File: src/rtl/fp_toi_seq.sv
// Issue/retire sequencer for FSTOI/FDTOI. Steers each accepted request to the
// single or double converter, tracks it through a private 6-stage tag pipe,
// and collects results in issue order into a credit-managed result FIFO.
module fp_toi_seq #(
  parameter int unsigned TID_W = 5,
  parameter int unsigned DEPTH = 8
) (
  input  logic             clk,
  input  logic             rst,
  input  logic             req_valid,
  output logic             req_ready,
  input  logic             req_dbl,
  input  logic [TID_W-1:0] req_tid,
  input  logic [63:0]      req_op,
  output logic             s_en,
  output logic [31:0]      s_din,
  input  logic [31:0]      s_dout,
  input  logic             s_rdy,
  input  logic             s_ovf,
  input  logic             s_inv,
  output logic             d_en,
  output logic [63:0]      d_din,
  input  logic [31:0]      d_dout,
  input  logic             d_rdy,
  input  logic             d_ovf,
  input  logic             d_inv,
  output logic             res_valid,
  input  logic             res_ready,
  output logic [TID_W-1:0] res_tid,
  output logic [31:0]      res_data,
  output logic [4:0]       res_cexc,
  output logic             err
);

  localparam int unsigned PW = $clog2(DEPTH);
  localparam int unsigned CW = PW + 1;
  // Wide enough for fifo_count + inflight (at most DEPTH + 6).
  localparam int unsigned SW = CW + 1;
  localparam int unsigned NSTG = 6;

  logic                acc;
  logic [2:0]          inflight;
  logic [NSTG-1:0]     tag_v_q;
  logic [NSTG-1:0]     tag_dbl_q;
  logic [TID_W-1:0]    tag_tid_q [NSTG];

  logic [31:0]         mem_data_q [DEPTH];
  logic [TID_W-1:0]    mem_tid_q  [DEPTH];
  logic [4:0]          mem_cexc_q [DEPTH];
  logic [PW-1:0]       wr_ptr_q;
  logic [PW-1:0]       rd_ptr_q;
  logic [CW-1:0]       count_q;

  logic                push;
  logic                pop;
  logic [31:0]         push_data;
  logic [4:0]          push_cexc;
  logic                rdy_bad;
  logic                mask_q;
  logic                err_q;

  // Credit from registered state only, then issue steering.
  always_comb begin
    inflight = '0;
    for (int i = 0; i < NSTG; i++) begin
      inflight = inflight + {2'b00, tag_v_q[i]};
    end
    req_ready = (SW'(count_q) + SW'(inflight)) < SW'(DEPTH);
    // Nothing issues while the converters are held in reset.
    acc   = req_valid & req_ready & ~rst;
    s_en  = acc & ~req_dbl;
    d_en  = acc & req_dbl;
    s_din = req_op[31:0];
    d_din = req_op;
  end

  // Tag pipe mirrors the converter latency; stage 6 (index 5) is the retire point.
  always_ff @(posedge clk or posedge rst) begin
    if (rst) begin
      tag_v_q   <= '0;
      tag_dbl_q <= '0;
      for (int i = 0; i < NSTG; i++) begin
        tag_tid_q[i] <= '0;
      end
    end else begin
      tag_v_q      <= {tag_v_q[NSTG-2:0], acc};
      tag_dbl_q    <= {tag_dbl_q[NSTG-2:0], req_dbl};
      tag_tid_q[0] <= req_tid;
      for (int i = 1; i < NSTG; i++) begin
        tag_tid_q[i] <= tag_tid_q[i-1];
      end
    end
  end

  // FIFO head outputs; data fields read as zero while empty.
  always_comb begin
    res_valid = (count_q != '0);
    res_data  = res_valid ? mem_data_q[rd_ptr_q] : '0;
    res_tid   = res_valid ? mem_tid_q[rd_ptr_q]  : '0;
    res_cexc  = res_valid ? mem_cexc_q[rd_ptr_q] : '0;
    err       = err_q;
  end

  // Retire selection and converter rdy cross-check.
  always_comb begin
    push      = tag_v_q[NSTG-1];
    pop       = res_valid & res_ready;
    push_data = tag_dbl_q[NSTG-1] ? d_dout : s_dout;
    // Overflow and NaN/inf both map to NV; the other flags never assert.
    push_cexc = {tag_dbl_q[NSTG-1] ? (d_inv | d_ovf) : (s_inv | s_ovf), 4'b0000};
    rdy_bad   = (s_rdy != (tag_v_q[NSTG-1] & ~tag_dbl_q[NSTG-1])) |
                (d_rdy != (tag_v_q[NSTG-1] &  tag_dbl_q[NSTG-1]));
  end

  // Result storage; contents need no reset since the head is masked when empty.
  always_ff @(posedge clk) begin
    if (push) begin
      mem_data_q[wr_ptr_q] <= push_data;
      mem_tid_q[wr_ptr_q]  <= tag_tid_q[NSTG-1];
      mem_cexc_q[wr_ptr_q] <= push_cexc;
    end
  end

  // FIFO pointers and occupancy; credit guarantees no push when full.
  always_ff @(posedge clk or posedge rst) begin
    if (rst) begin
      wr_ptr_q <= '0;
      rd_ptr_q <= '0;
      count_q  <= '0;
    end else begin
      if (push) wr_ptr_q <= wr_ptr_q + PW'(1);
      if (pop)  rd_ptr_q <= rd_ptr_q + PW'(1);
      case ({push, pop})
        2'b10:   count_q <= count_q + CW'(1);
        2'b01:   count_q <= count_q - CW'(1);
        default: count_q <= count_q;
      endcase
    end
  end

  // Sticky protocol error; converter rdy is undefined in the first cycle out of reset.
  always_ff @(posedge clk or posedge rst) begin
    if (rst) begin
      mask_q <= 1'b1;
      err_q  <= 1'b0;
    end else begin
      mask_q <= 1'b0;
      if (!mask_q && rdy_bad) err_q <= 1'b1;
    end
  end

endmodule

File: config.mk
export PLATFORM = sky130hd
export DESIGN_NAME = fp_toi_seq
export DESIGN_NICKNAME = d
export VERILOG_FILES = /design/src/rtl/fp_toi_seq.sv
export SDC_FILE = /design/constraint.sdc
export NUM_CORES = 1
export LEC_CHECK = 0
export ABC_AREA = 1
export CAP_MARGIN = 20
export CORE_MARGIN = 2
export CORE_UTILIZATION = 45
export DETAILED_ROUTE_END_ITERATION = 16
export HOLD_SLACK_MARGIN = 0.15
export PLACE_DENSITY = 0.73
export REMOVE_ABC_BUFFERS = 1
export SLEW_MARGIN = 10
export SYNTH_ARGS = -nofsm -noshare
export SYNTH_HDL_FRONTEND = slang
export SYNTH_SLANG_ARGS = --single-unit
File: constraint.sdc
create_clock -name clk -period 2.7 [get_ports clk]
set_clock_uncertainty 0.05 [all_clocks]
set_input_delay 0.405 -clock clk [delete_from_list [all_inputs] [get_ports clk]]
set_output_delay 0.405 -clock clk [all_outputs]
set_load 0.01 [all_outputs]
# Word-level counts from Yosys, hierarchy flattened
# Memories as Yosys holds them, arrays and structs flattened.
# Index checks and enable logic that the tools add are counted.
dict set report totals {
  in_bits 144
  output_inout_bits 143
  mem_bits_ro 0
  register_bits 54
  latch_bits 0
  mem_count 3
  wordCells 56
  ram_bits 304
}
# memory words word_bits read_ports rd_clocked_by_memory_dff wr line
set mem_list {}
lappend mem_list {mem_data_q 8 32 1 0 1 47} ;# logic [31:0] mem_data_q [DEPTH];
lappend mem_list {mem_tid_q 8 5 1 0 1 48} ;# logic [TID_W-1:0] mem_tid_q [DEPTH];
lappend mem_list {mem_cexc_q 8 1 1 0 1 49} ;# logic [4:0] mem_cexc_q [DEPTH];
dict set report classes {
  multipliers 0
  eq_ne 4
  reduce_logical 4
  muxes 8
  order_cmp 1
  n_shift 0
  n_div 0
  add_sub_neg 10
  bitwise_logic 13
}
# op count
set op_table {}
lappend op_table {{two-way mux 32 bit} 2}
lappend op_table {{two-way mux 5 bit} 2}
lappend op_table {{adder 3 x 1 -> 3 bit} 3}
lappend op_table {{case mux 4 bit (2 select lines)} 1}
lappend op_table {{AND 1 bit} 7}
lappend op_table {{adder 3 x 1 -> 3 bit (second input constant)} 2}
lappend op_table {{adder 4 x 3 -> 5 bit} 1}
lappend op_table {{less-than comparator 5 x 4 -> 1 bit (second input constant)} 1}
lappend op_table {{adder 4 x 1 -> 4 bit (second input constant)} 1}
lappend op_table {{nonzero test 4 bit} 1}
lappend op_table {{subtractor 4 x 1 -> 4 bit (second input constant)} 1}
lappend op_table {{adder 2 x 1 -> 3 bit} 1}
lappend op_table {{two-way mux 1 bit} 3}
lappend op_table {{inverter 1 bit} 3}
lappend op_table {{OR 1 bit} 3}
lappend op_table {{adder 1 x 1 -> 2 bit} 1}
lappend op_table {{equality test 2 x 1 -> 1 bit (second input constant)} 1}
lappend op_table {{equality test 2 bit (second input constant)} 1}
lappend op_table {{!= test 1 bit} 2}
lappend op_table {{nonzero test 2 bit} 1}
lappend op_table {{logical AND 1 bit} 1}
lappend op_table {{zero test 1 bit} 1}

# Logic depth before layout (Yosys ltp)
# Gate-level depths: netlist (run 1).
dict set report depth {
  word_depth 10
  depth_mapped 13
  ltp_nobuf 13
}

# Least setup slack after synthesis (run 1)
# No wires, ideal clock.
dict set report synth_timing {
  path_kind {register -> register}
  from {register tag_v_q[5]}
  to {memory mem_cexc_q[0] (netlist bit) (enable)}
  path_slack_ns -0.236
  required_ns 2.217
  setup_ns 0.433
  path_stages_with_launch 4
  path_buffers 0
  arrival_ns 2.453
  period_less_slack_ns 2.936
  path_cell_list {dfrtp_1 -> inv_1 -> or2_2 -> nor2_1}
}
dict set report synth_via {
  elab_chain_cells 2
}
# element line
set synth_rtl {}
lappend synth_rtl {{start, declared} 43} ;# logic [NSTG-1:0] tag_v_q;
lappend synth_rtl {{start signal, assigned} 86} ;# tag_v_q <= {tag_v_q[NSTG-2:0], acc};
lappend synth_rtl {{two-way mux 1 bit} 117} ;# if (push) begin
lappend synth_rtl {{two-way mux 1 bit (implied by the code)} 120} ;# mem_cexc_q[wr_ptr_q] <= push_cexc;
lappend synth_rtl {{end, declared} 49}
# Every way passes these cells.

# Final worst setup path (run 1)
dict set report layout_timing {
  from {register tag_v_q[0]}
  to {output req_ready}
}
dict set report layout_via {
  elab_chain_cells 7
}
# element line
set layout_rtl {}
lappend layout_rtl {{adder 1 x 1 -> 2 bit} 66} ;# inflight = inflight + {2'b00, tag_v_q[i]};
lappend layout_rtl {{adder 2 x 1 -> 3 bit} 66}
lappend layout_rtl {{adder 3 x 1 -> 3 bit (3 in a row)} 66}
lappend layout_rtl {{adder 4 x 3 -> 5 bit} 68} ;# req_ready = (SW'(count_q) + SW'(inflight)) < SW'(DEPTH);
lappend layout_rtl {{less-than comparator 5 x 4 -> 1 bit} 68}
lappend layout_rtl {{end, declared} 11} ;# output logic req_ready,
# Every way passes these cells.

==> impl_metrics.ini, run 1 <==
[worst_setup_path]
worstPathRequired_ns = 2.25
worstSetupStartpointType = flip-flop
regToRegStartpoint = count_q[0]$_DFFE_PP0P_
crit_fanout = 2
path_class = reg2out
timing.critical_path.from = tag_v_q[0]$_DFF_PP0_
end_kind = primary output
cp_data_arrival_time_ns = 2.89

[synth]
ys_seq_area_share_pct = 67.1
syn_avg_cell_area_um2 = 10.5
ys_types = 26
syn_inst = 1489
async_flop_share_pct = 15.1
ys_top_cells_by_area = edfxtp_1, nand2_1, dfrtp_1
yosysTopAreaCell = edfxtp_1
synth_common_cells = nand2_1, edfxtp_1, nor2_1
yosysTopAreaCellShare_pct = 58.5
synth_seq_cells = 358
netlist_area_mm2 = 0.0156
yosysMostFrequentCell = nand2_1
synth_edf_count = 304
ys.warnings.count = 0
yosys_most_used_dff = edfxtp_1

[sta]
hold_viol = 0
setup_tns_ns = -1.89
tightest_slew_ns = 0.774
period_share_pct = 124
finalCriticalPeriod_ns = 3.34
rsz0062_at_grt = yes
fmax_mhz = 299
drv_slew = 0
finalSetupViolCount = 3
holdWs_ns = 0.278
max-slew-margin-rel_pct = 48.4
setup_slack_ns = -0.641

[layout]
final_layout_size_suffix_gt1_share_pct = 12.3
layout.cells.non_filler = 2026
finish.utilization_pct = 53.6
antenna_cells = 0
fin_nets = 1701
area_delta_synth_final_pct = 18.0

[pwr]
ir_drop_mv = 0.505
powerDensity_mw_per_mm2 = 1040
leakagePower_nw = 7.69

[status]
outcome = complete, but fails checks
violations = setup timing

[route]
drc = 0
viasPerCell = 5.16
first_iter_violations = 988
routed-via-count = 10500
post_drt_wl_per_cell_um = 21.0
ant_nets = 0
first_pass_iters = 6
wl_um = 42600

[placement]
dp_cells = 1942
dp.final_hpwl_um = 24700
port_buffers = 122
routabilityCongestion = 0.740
dp_slack_ns = -0.549

[floorplanning]
core_mm2 = 0.0344
dieArea_mm2 = 0.0362
fp.dieH_um = 190
ios = 287
initial_core_util_pct = 45.4
fp-row-count = 68
die_w_um = 190

[cts]
htree_num_levels = 2
cts_buffer_depth = 3
cts.sinks = 358
clk_pin_slew_worst_paths_ns = 0.06
cts_root_buf = clkbuf_16
cts_tree = yes
hold_buffers = 0
clock_latency_ns = 0.51
cts_buffers = 37

[worst_hold_path]
hold_class = in2reg
hp-start = req_tid[0]

[grt]
gr-usage-all-layers_pct = 23.2
grt_use_met2_pct = 33.8
grt_max_degree = 60
grt_use_met1_pct = 29.4
grt_pass1_wl_um = 61700
grt_pass1_vias = 9965
overflow = 0
grt_use_met3_pct = 11.2
top_usage_layer = met2
antenna_found_initial = 0

[run]
maxCapViolCount = 0
## cell type report
type,count,area [um2]
inverters,100,390
clock inverters,16,186
multi-input cells,865,3780
well taps,455,569
clock buffers,49,1020
flip-flops and latches,358,10500
repair buffers,183,1990
fillers,2869,15900
## timing repair
item,in CTS,in global routing
resized for setup,115,63
endpoints found under the setup margin,41,36
endpoints found under the hold margin,0,0
pin swaps,5,13
cloned,5,5
buffers inserted,5,4
## state kept, by name (all words and copies together) (netlist names), 3 cells and up
signal      count
count_q         4
mem_cexc_q      8
mem_data_q    256
mem_tid_q      40
rd_ptr_q        3
tag_dbl_q       6
tag_tid_q      30
tag_v_q         6
wr_ptr_q        3
## kinds of logic (layout without fill, tap and decap cells)
family | Yosys count | after routing | synth area share (%)
and+or+nand+nor | 754 | 754 | 18.8
AOI/OAI and AO/OA | 87 | 87 | 2.80
xor gates and xnor gates | 7 | 7 | 0.393
other | 1 | 5 | 0.0240
adders and majority gates | 12 | 12 | 1.11
buffers and inverters | 270 | 348 | 9.78
DFF | 358 | 358 | 67.1
## through the flow
| step | total power [W] | cell area [um2] |
|---|---|---|
| global placement | 0.0135 | 16900 |
| detailed placement | 0.0136 | 16900 |
| CTS | 0.0190 | 18400 |
| floorplan | 0.0104 | 14500 |
| finish | 0.0191 | 18400 |
| global route | 0.0202 | 18400 |
## worst max-delay path, cell delays in order, from the launching register on
cell     delay, ns
dfrtp_1       0.40
fa_1          0.55
inv_2         0.04
fa_1          0.47
inv_1         0.04
ha_1          0.26
nand2_1       0.04
nand2_1       0.06
nand2_1       0.05
nand2_1       0.07
nand2_2       0.06
buf_4         0.13
nand2_1       0.05
inv_1         0.03
buf_2         0.12
## worst paths after layout
check	cells after the start	slack [ns]	to
max	14	-0.64	req_ready
min	1	0.28	tag_tid_q[25]$_DFF_PP0_
max reg2reg	15	0.31	count_q[3]$_DFFE_PP0P_
min reg2reg	0	0.29	tag_tid_q[3]$_DFF_PP0_
max in group asynchronous	3	1.55	rd_ptr_q[2]$_DFFE_PP0P_
min in group asynchronous	3	0.49	tag_tid_q[20]$_DFF_PP0_
## routing by layer
metal / routed length, um / vias to the layer above
met2: 18600 / 539
met4: 1200 / 8
li1: - / 4843
met3: 5350 / 98
met5: 425 / -
met1: 17000 / 4969
## report_power, final
part | total [W] | switching (W) | internal (W)
Combinational | 0.00740 | 0.00448 | 0.00292
Sequential | 0.00667 | 0.000219 | 0.00645
Clock | 0.00506 | 0.00201 | 0.00304
Total | 0.0191 | 0.00671 | 0.0124
## layout by cell type (no fill, tap or decap), types with 2 or more instances in the layout
master           synthesis  final
clkbuf_2                 1     16
fa_1                     3      3
nand3_1                 78     73
nand3_2                  0      5
buf_4                  107     30
bufinv_16                0      4
inv_1                   98     95
dlygate4sd2_1            0      6
clkdlybuf4s15_1          0      2
ha_1                     9      9
xor2_1                   4      4
nor2_2                   0     16
bufbuf_16                0      2
clkinv_1                 1      4
o21ai_1                 26     30
buf_16                   0      6
buf_2                   33     15
o21ai_0                 59     54
xnor2_1                  3      3
nor2_1                 128    101
buf_12                   0     18
clkdlybuf4s50_1          0     81
edfxtp_1               304    304
dfrtp_1                 53     49
inv_2                    0      3
nand2_1                546    543
clkbuf_16                0     42
nor2_4                   0     11
nand2_2                  0      3
clkbuf_1                17      8
clkbuf_8                 0      3
dfrtp_4                  0      3
clkinv_2                 0      7
conb_1                   1      5
buf_6                    9      3
Note: power is estimated with default switching activity, not from simulation.
==> run 2, diff against run 1 <==
- CORE_ASPECT_RATIO: default -> 1.2
- clock period: 2.7 -> 3 ns (I/O delays scaled with it)
==> run 2 against run 1 <==
Against the previous run:
- final area fell by 1.0%
- sequential share of layout area rose by 0.60 points
- largest power group unchanged
- the run still ends with setup timing left
- non-clock buffer count fell by 22
- register-to-register slack improved by 0.19 ns
- total power fell by 13%
- final cell count fell by 1.1%
- highest routed layer unchanged
- setup slack improved by 0.29 ns
- sequential cell count did not move
- count of clock-buffer cells in the layout rose by 3
==> impl_metrics.ini, run 2 (synthesis gave the netlist of run 1 again) <==
[floorplanning]
ios = 287
fp-row-count = 74
die_w_um = 174
fp.dieH_um = 208
core_mm2 = 0.0342
initial_core_util_pct = 45.7
dieArea_mm2 = 0.0362

[worst_setup_path]
timing.critical_path.from = tag_v_q[0]$_DFF_PP0_
r2r_cells = 13
worstSetupStartpointType = flip-flop
cp_data_arrival_time_ns = 2.85
worstPathRequired_ns = 2.50
worstReg2RegEnd = count_q[3]$_DFFE_PP0P_
crit_end = s_en
path_class = reg2out
regToRegStartpoint = count_q[1]$_DFFE_PP0P_
rrSetupSlack_ns = 0.50
crit_fanout = 3
end_kind = primary output

[pwr]
power_frac_clock_pct = 25.9
powerDensity_mw_per_mm2 = 916
seq_power_share_pct = 36.2
switching_share_pct = 34.7
ir_drop_mv = 0.520
pwr-share-comb_pct = 37.9
p_int_w = 0.0109
switchingPower_w = 0.00580
leakagePower_nw = 7.75

[grt]
gr-usage-all-layers_pct = 22.2
overflow = 0
antenna_found_initial = 0
grt_pass1_vias = 10100
grt_pass1_wl_um = 60200
grt_max_degree = 78

[layout]
nFillCells = 2803
largest_reg_flops = 256
final_cell_mix = nand2_1, edfxtp_1, nor2_1, inv_1, clkdlybuf4s50_1
final_area_mm2 = 0.0182
antenna_cells = 0
top_regs = mem_data_q (256), mem_tid_q (40), tag_tid_q (30)
area_delta_synth_final_pct = 16.8
largest_register = mem_data_q
fin_nets = 1678
final_common_cell = nand2_1
layout.cells.non_filler = 2004
final_layout_size_suffix_gt1_share_pct = 7.69

[route]
drc = 0
first_pass_iters = 6
routed-via-count = 10400
ant_nets = 0
first_iter_violations = 993
viasPerCell = 5.17
post_drt_wl_per_cell_um = 20.3
wl_um = 40700

[cts]
clk_pin_slew_worst_paths_ns = 0.06
cts_buffer_depth = 3
cts.sinks = 358
clock_latency_ns = 0.52
cts_buffers = 36
hold_buffers = 0
htree_num_levels = 2
cts_root_buf = clkbuf_16
cts_tree = yes

[sta]
drv_slew = 0
finalSetupViolCount = 3
finalCriticalPeriod_ns = 3.35
max-slew-margin-rel_pct = 46.2
rsz0062_at_grt = yes
tightest_slew_ns = 0.806
setup_slack_ns = -0.353
period_share_pct = 112
fmax_mhz = 298
hold_viol = 0

[status]
violations = setup timing
outcome = complete, but fails checks

[worst_hold_path]
hold_class = reg2reg
hp-start = tag_dbl_q[4]$_DFF_PP0_

[placement]
routabilityCongestion = 0.762
dp_cells = 1929
port_buffers = 122
dpl_cell_area_mm2 = 0.0167
dp.final_hpwl_um = 23200

[run]
maxCapViolCount = 0
-- run 2: cell count changes in the layout (fill, tap and decap cells not counted), moves of 4 or more --
cell / delta
dlymetal6s2s_1: +27
buf_4: -16
clkbuf_2: -16
buf_2: -12
nor2_1: +10
nor2_2: -7
buf_12: -4
clkbuf_1: +4
clkdlybuf4s50_1: +4
o21ai_0: +4
-- run 2: repair_timing --
action / 4_1_cts / 5_1_grt
resized for setup: 37 / 31
setup endpoints to repair: 18 / 32
gates cloned: 4 / 2
endpoints found under the hold margin: 0 / 0
pin swaps: 3 / 1
setup buffers: 2 / 3
-- run 2: how the worst min path moves through the flow --
stage	end	slack [ns]	depth (start not counted)
6_report	tag_dbl_q[5]$_DFF_PP0_	0.29	0
5_1_grt	tag_tid_q[27]$_DFF_PP0_	0.30	1
4_1_cts	tag_tid_q[26]$_DFF_PP0_	0.29	1
3_5_place_dp	tag_tid_q[14]$_DFF_PP0_	0.28	0
3_3_place_gp	tag_tid_q[17]$_DFF_PP0_	0.28	0
2_1_floorplan	tag_dbl_q[1]$_DFF_PP0_	0.28	0
-- run 2: final cells by class --
class	instances	area (um2)	share of cell area, %
sequential	358	10500	57.5
multi-input combinational	865	3720	20.4
timing repair buffer	161	1930	10.6
clock buffer	52	1020	5.61
tap	456	571	3.13
inverter	100	390	2.14
clock inverter	12	120	0.659
-- run 2: power by group through the flow --
stage	Combinational, W	Sequential [W]	Clock, W
floorplan	0.00298	0.00637	0
detailed placement	0.00589	0.00617	0
finish	0.00634	0.00605	0.00432
global placement	0.00577	0.00615	0
global route	0.00698	0.00608	0.00460
CTS	0.00631	0.00604	0.00440
-- run 2: worst max-delay path, cell delays in order (launching register included) --
cell and delay [ns]:
dfrtp_1 0.40, fa_1 0.54, inv_1 0.05, fa_1 0.47, inv_1 0.04, ha_1 0.26, nand2_1 0.06, nand2_1 0.05
nand2_1 0.05, nand2_1 0.04, nand2_1 0.08, nand3_2 0.08, nor2_1 0.10, buf_2 0.14
-- run 2: per-stage QoR --
stage          power (W)  worst slack, ns  hold WS [ns]  setup TNS (ns)  util (%)
4_1_cts           0.0167           -0.424         0.294           -1.16      52.9
3_5_place_dp      0.0121           -0.297         0.285          -0.704      49.0
3_3_place_gp      0.0119           -0.245         0.282          -0.615      49.0
2_1_floorplan    0.00936            -1.76         0.281          -68.70         -
6_report          0.0167           -0.353         0.295          -0.958      53.4
5_1_grt           0.0177           -0.516         0.296           -1.46      53.4
-- run 2: routing by layer --
layer	global-route usage, %	part of all wire, %
met3	10.1	11
met5	6.99	0.81
met2	34.0	45
met4	6.72	2.0
met1	27.7	41
==> run 3, diff against run 2 <==
- CORE_MARGIN: 2 -> default
- SETUP_SLACK_MARGIN: default -> 0.3
==> run 3 against run 2 <==
Against the previous run:
- the run still ends with setup timing left
- routed wire length increased by 4.5%
- die area decreased by 2.1%
- utilization increased by 0.20 points
- via count increased by 2.9%
- non-clock buffer count increased by 25
- sequential power decreased by 0.7%
- final area increased by 0.11%
- setup slack got worse by 0.013 ns
- total power increased by 0.86%
- sequential share of layout area decreased by 0.090 points
- critical path type unchanged
- highest routed layer unchanged
==> impl_metrics.ini, run 3 (synthesis gave the netlist of run 1 again) <==
[layout]
area_delta_synth_final_pct = 16.9
final_layout_size_suffix_gt1_share_pct = 12.1
antenna_cells = 0
largest_register = mem_data_q
final_common_cell = nand2_1
nFillCells = 2838
top_regs = mem_data_q (256), mem_tid_q (40), tag_tid_q (30)
seq_area_mm2 = 0.0105
fin_nets = 1702
final_area_mm2 = 0.0183
multi_input_area_mm2 = 0.00377
largest_reg_flops = 256
final_cell_mix = nand2_1, edfxtp_1, nor2_1, inv_1, clkdlybuf4s50_1

[worst_setup_path]
cpLargestDelayFamily = adder cells
worstSetupStartpointType = flip-flop
regToRegStartpoint = tag_v_q[3]$_DFF_PP0_
r2r_cells = 20
cp_data_arrival_time_ns = 2.87
rrSetupSlack_ns = -0.25
timing.critical_path.depth = 13
cp_slowest_stage_delay_ns = 0.56
worstReg2RegEnd = tag_v_q[0]$_DFF_PP0_
crit_fanout = 3
path_buf_inv = 3
timing.critical_path.from = tag_v_q[3]$_DFF_PP0_
crit_path_top_delay_cell = fa_1
path_class = reg2out
worstPathRequired_ns = 2.50
end_kind = primary output
path_common_cell = nand2_1
crit_end = d_en
path_cells = fa_1 > inv_2 > fa_1 > inv_1 > ha_1 > nand2_1 > nand2_1 > nand2_1 > nand2_1 > nand2_2 > nand3_2 > nor2_1 > buf_2

[cts]
clock_latency_ns = 0.52
cts_buffer_depth = 3
cts.sinks = 358
cts_tree = yes
clk_pin_slew_worst_paths_ns = 0.06
hold_buffers = 0
cts_buffers = 35
cts_root_buf = clkbuf_16
htree_num_levels = 2

[pwr]
leakagePower_nw = 7.61
p_int_w = 0.0108
power_frac_clock_pct = 25.1
pwr-share-comb_pct = 39.3
switchingPower_w = 0.00605
ir_drop_mv = 0.463
switching_share_pct = 35.9
powerDensity_mw_per_mm2 = 923
seq_power_share_pct = 35.7

[sta]
hold_viol = 0
setup_slack_ns = -0.366
finalCriticalPeriod_ns = 3.37
max-slew-margin-rel_pct = 48.9
rsz0062_at_grt = yes
period_share_pct = 112
drv_slew = 0
finalSetupViolCount = 4
tightest_slew_ns = 0.765
fmax_mhz = 297

[route]
wl_um = 42500
drc = 0
routed-via-count = 10700
ant_nets = 0
first_iter_violations = 812
first_pass_iters = 5
viasPerCell = 5.26
post_drt_wl_per_cell_um = 21.0

[worst_hold_path]
hold_class = reg2reg

[floorplanning]
initial_core_util_pct = 45.8
fp.dieH_um = 206
ios = 287
fp-row-count = 74
die_w_um = 172
dieArea_mm2 = 0.0355
core_mm2 = 0.0341

[grt]
grt_pass1_wl_um = 61200
grt_pass1_vias = 10200
gr-usage-all-layers_pct = 23.8
grt_max_degree = 78
antenna_found_initial = 0
overflow = 0

[status]
violations = setup timing
outcome = complete, but fails checks

[placement]
dp_slack_ns = -0.274
dp.final_hpwl_um = 24200
port_buffers = 122
dpl_cell_area_mm2 = 0.0167
routabilityCongestion = 0.736

[run]
maxCapViolCount = 0
[run 3: changes by cell type in the layout (fill, tap and decap cells not counted), moves of 6 or more]
cell | previous run | this run
buf_2 | 3 | 13
dlymetal6s2s_1 | 27 | 0
clkbuf_2 | 0 | 23
buf_4 | 14 | 32
nor2_1 | 111 | 105
[run 3: worst min-delay path by stage]
stage | slack [ns] | start | cells past startpoint | to
final | 0.29 | tag_tid_q[17]$_DFF_PP0_ | 0 | tag_tid_q[12]$_DFF_PP0_
after global routing | 0.30 | tag_tid_q[17]$_DFF_PP0_ | 0 | tag_tid_q[12]$_DFF_PP0_
after CTS | 0.29 | tag_tid_q[17]$_DFF_PP0_ | 0 | tag_tid_q[12]$_DFF_PP0_
after detailed placement | 0.28 | tag_tid_q[18]$_DFF_PP0_ | 0 | tag_tid_q[13]$_DFF_PP0_
after global placement | 0.28 | tag_tid_q[24]$_DFF_PP0_ | 0 | tag_tid_q[19]$_DFF_PP0_
after floorplan | 0.28 | tag_dbl_q[0]$_DFF_PP0_ | 0 | tag_dbl_q[1]$_DFF_PP0_
[run 3: area by class of cell]
class	count	share of cell area [%]
clock buffers	43	4.96
flip-flops and latches	358	57.4
multi-input cells	865	20.6
inverters	100	2.11
well taps	456	3.12
repair buffers	186	10.7
clock inverters	21	1.00
[run 3: power groups by stage]
stage / combinational (W) / clock (W) / sequential (W)
after global placement: 0.00584 / 0 / 0.00608
final: 0.00661 / 0.00423 / 0.00601
after floorplan: 0.00298 / 0 / 0.00637
after CTS: 0.00639 / 0.00427 / 0.00600
after detailed placement: 0.00597 / 0 / 0.00610
after global routing: 0.00724 / 0.00447 / 0.00603
[run 3: per-layer routing]
metal  vias to the layer above  share of wire (%)  GRT usage [%]
met5                         -               0.74           7.54
met4                         8                2.4           7.40
met3                        83                 12           11.2
met2                       534                 46           36.6
met1                      5191                 39           29.1
li1                       4851                  -              -
[run 3: metrics by stage]
stage                     utilization, %  hold WS [ns]  cells  total power [W]  setup TNS [ns]
after floorplan                        -         0.281   1323          0.00936          -68.70
after global placement              49.1         0.283   1937           0.0119          -0.603
after detailed placement            49.1         0.285   1937           0.0121          -0.678
after CTS                           53.3         0.293   2020           0.0167           -1.17
after global routing                53.6         0.300   2029           0.0177           -1.82
final                               53.6         0.287   2029           0.0168           -1.25
[run 3: timing repair]
item,4_1_cts,5_1_grt
gates cloned,6,5
endpoints found under the setup margin,42,38
hold endpoints to repair,0,0
pin swaps,6,12
buffers inserted,13,4
resized for setup,120,66
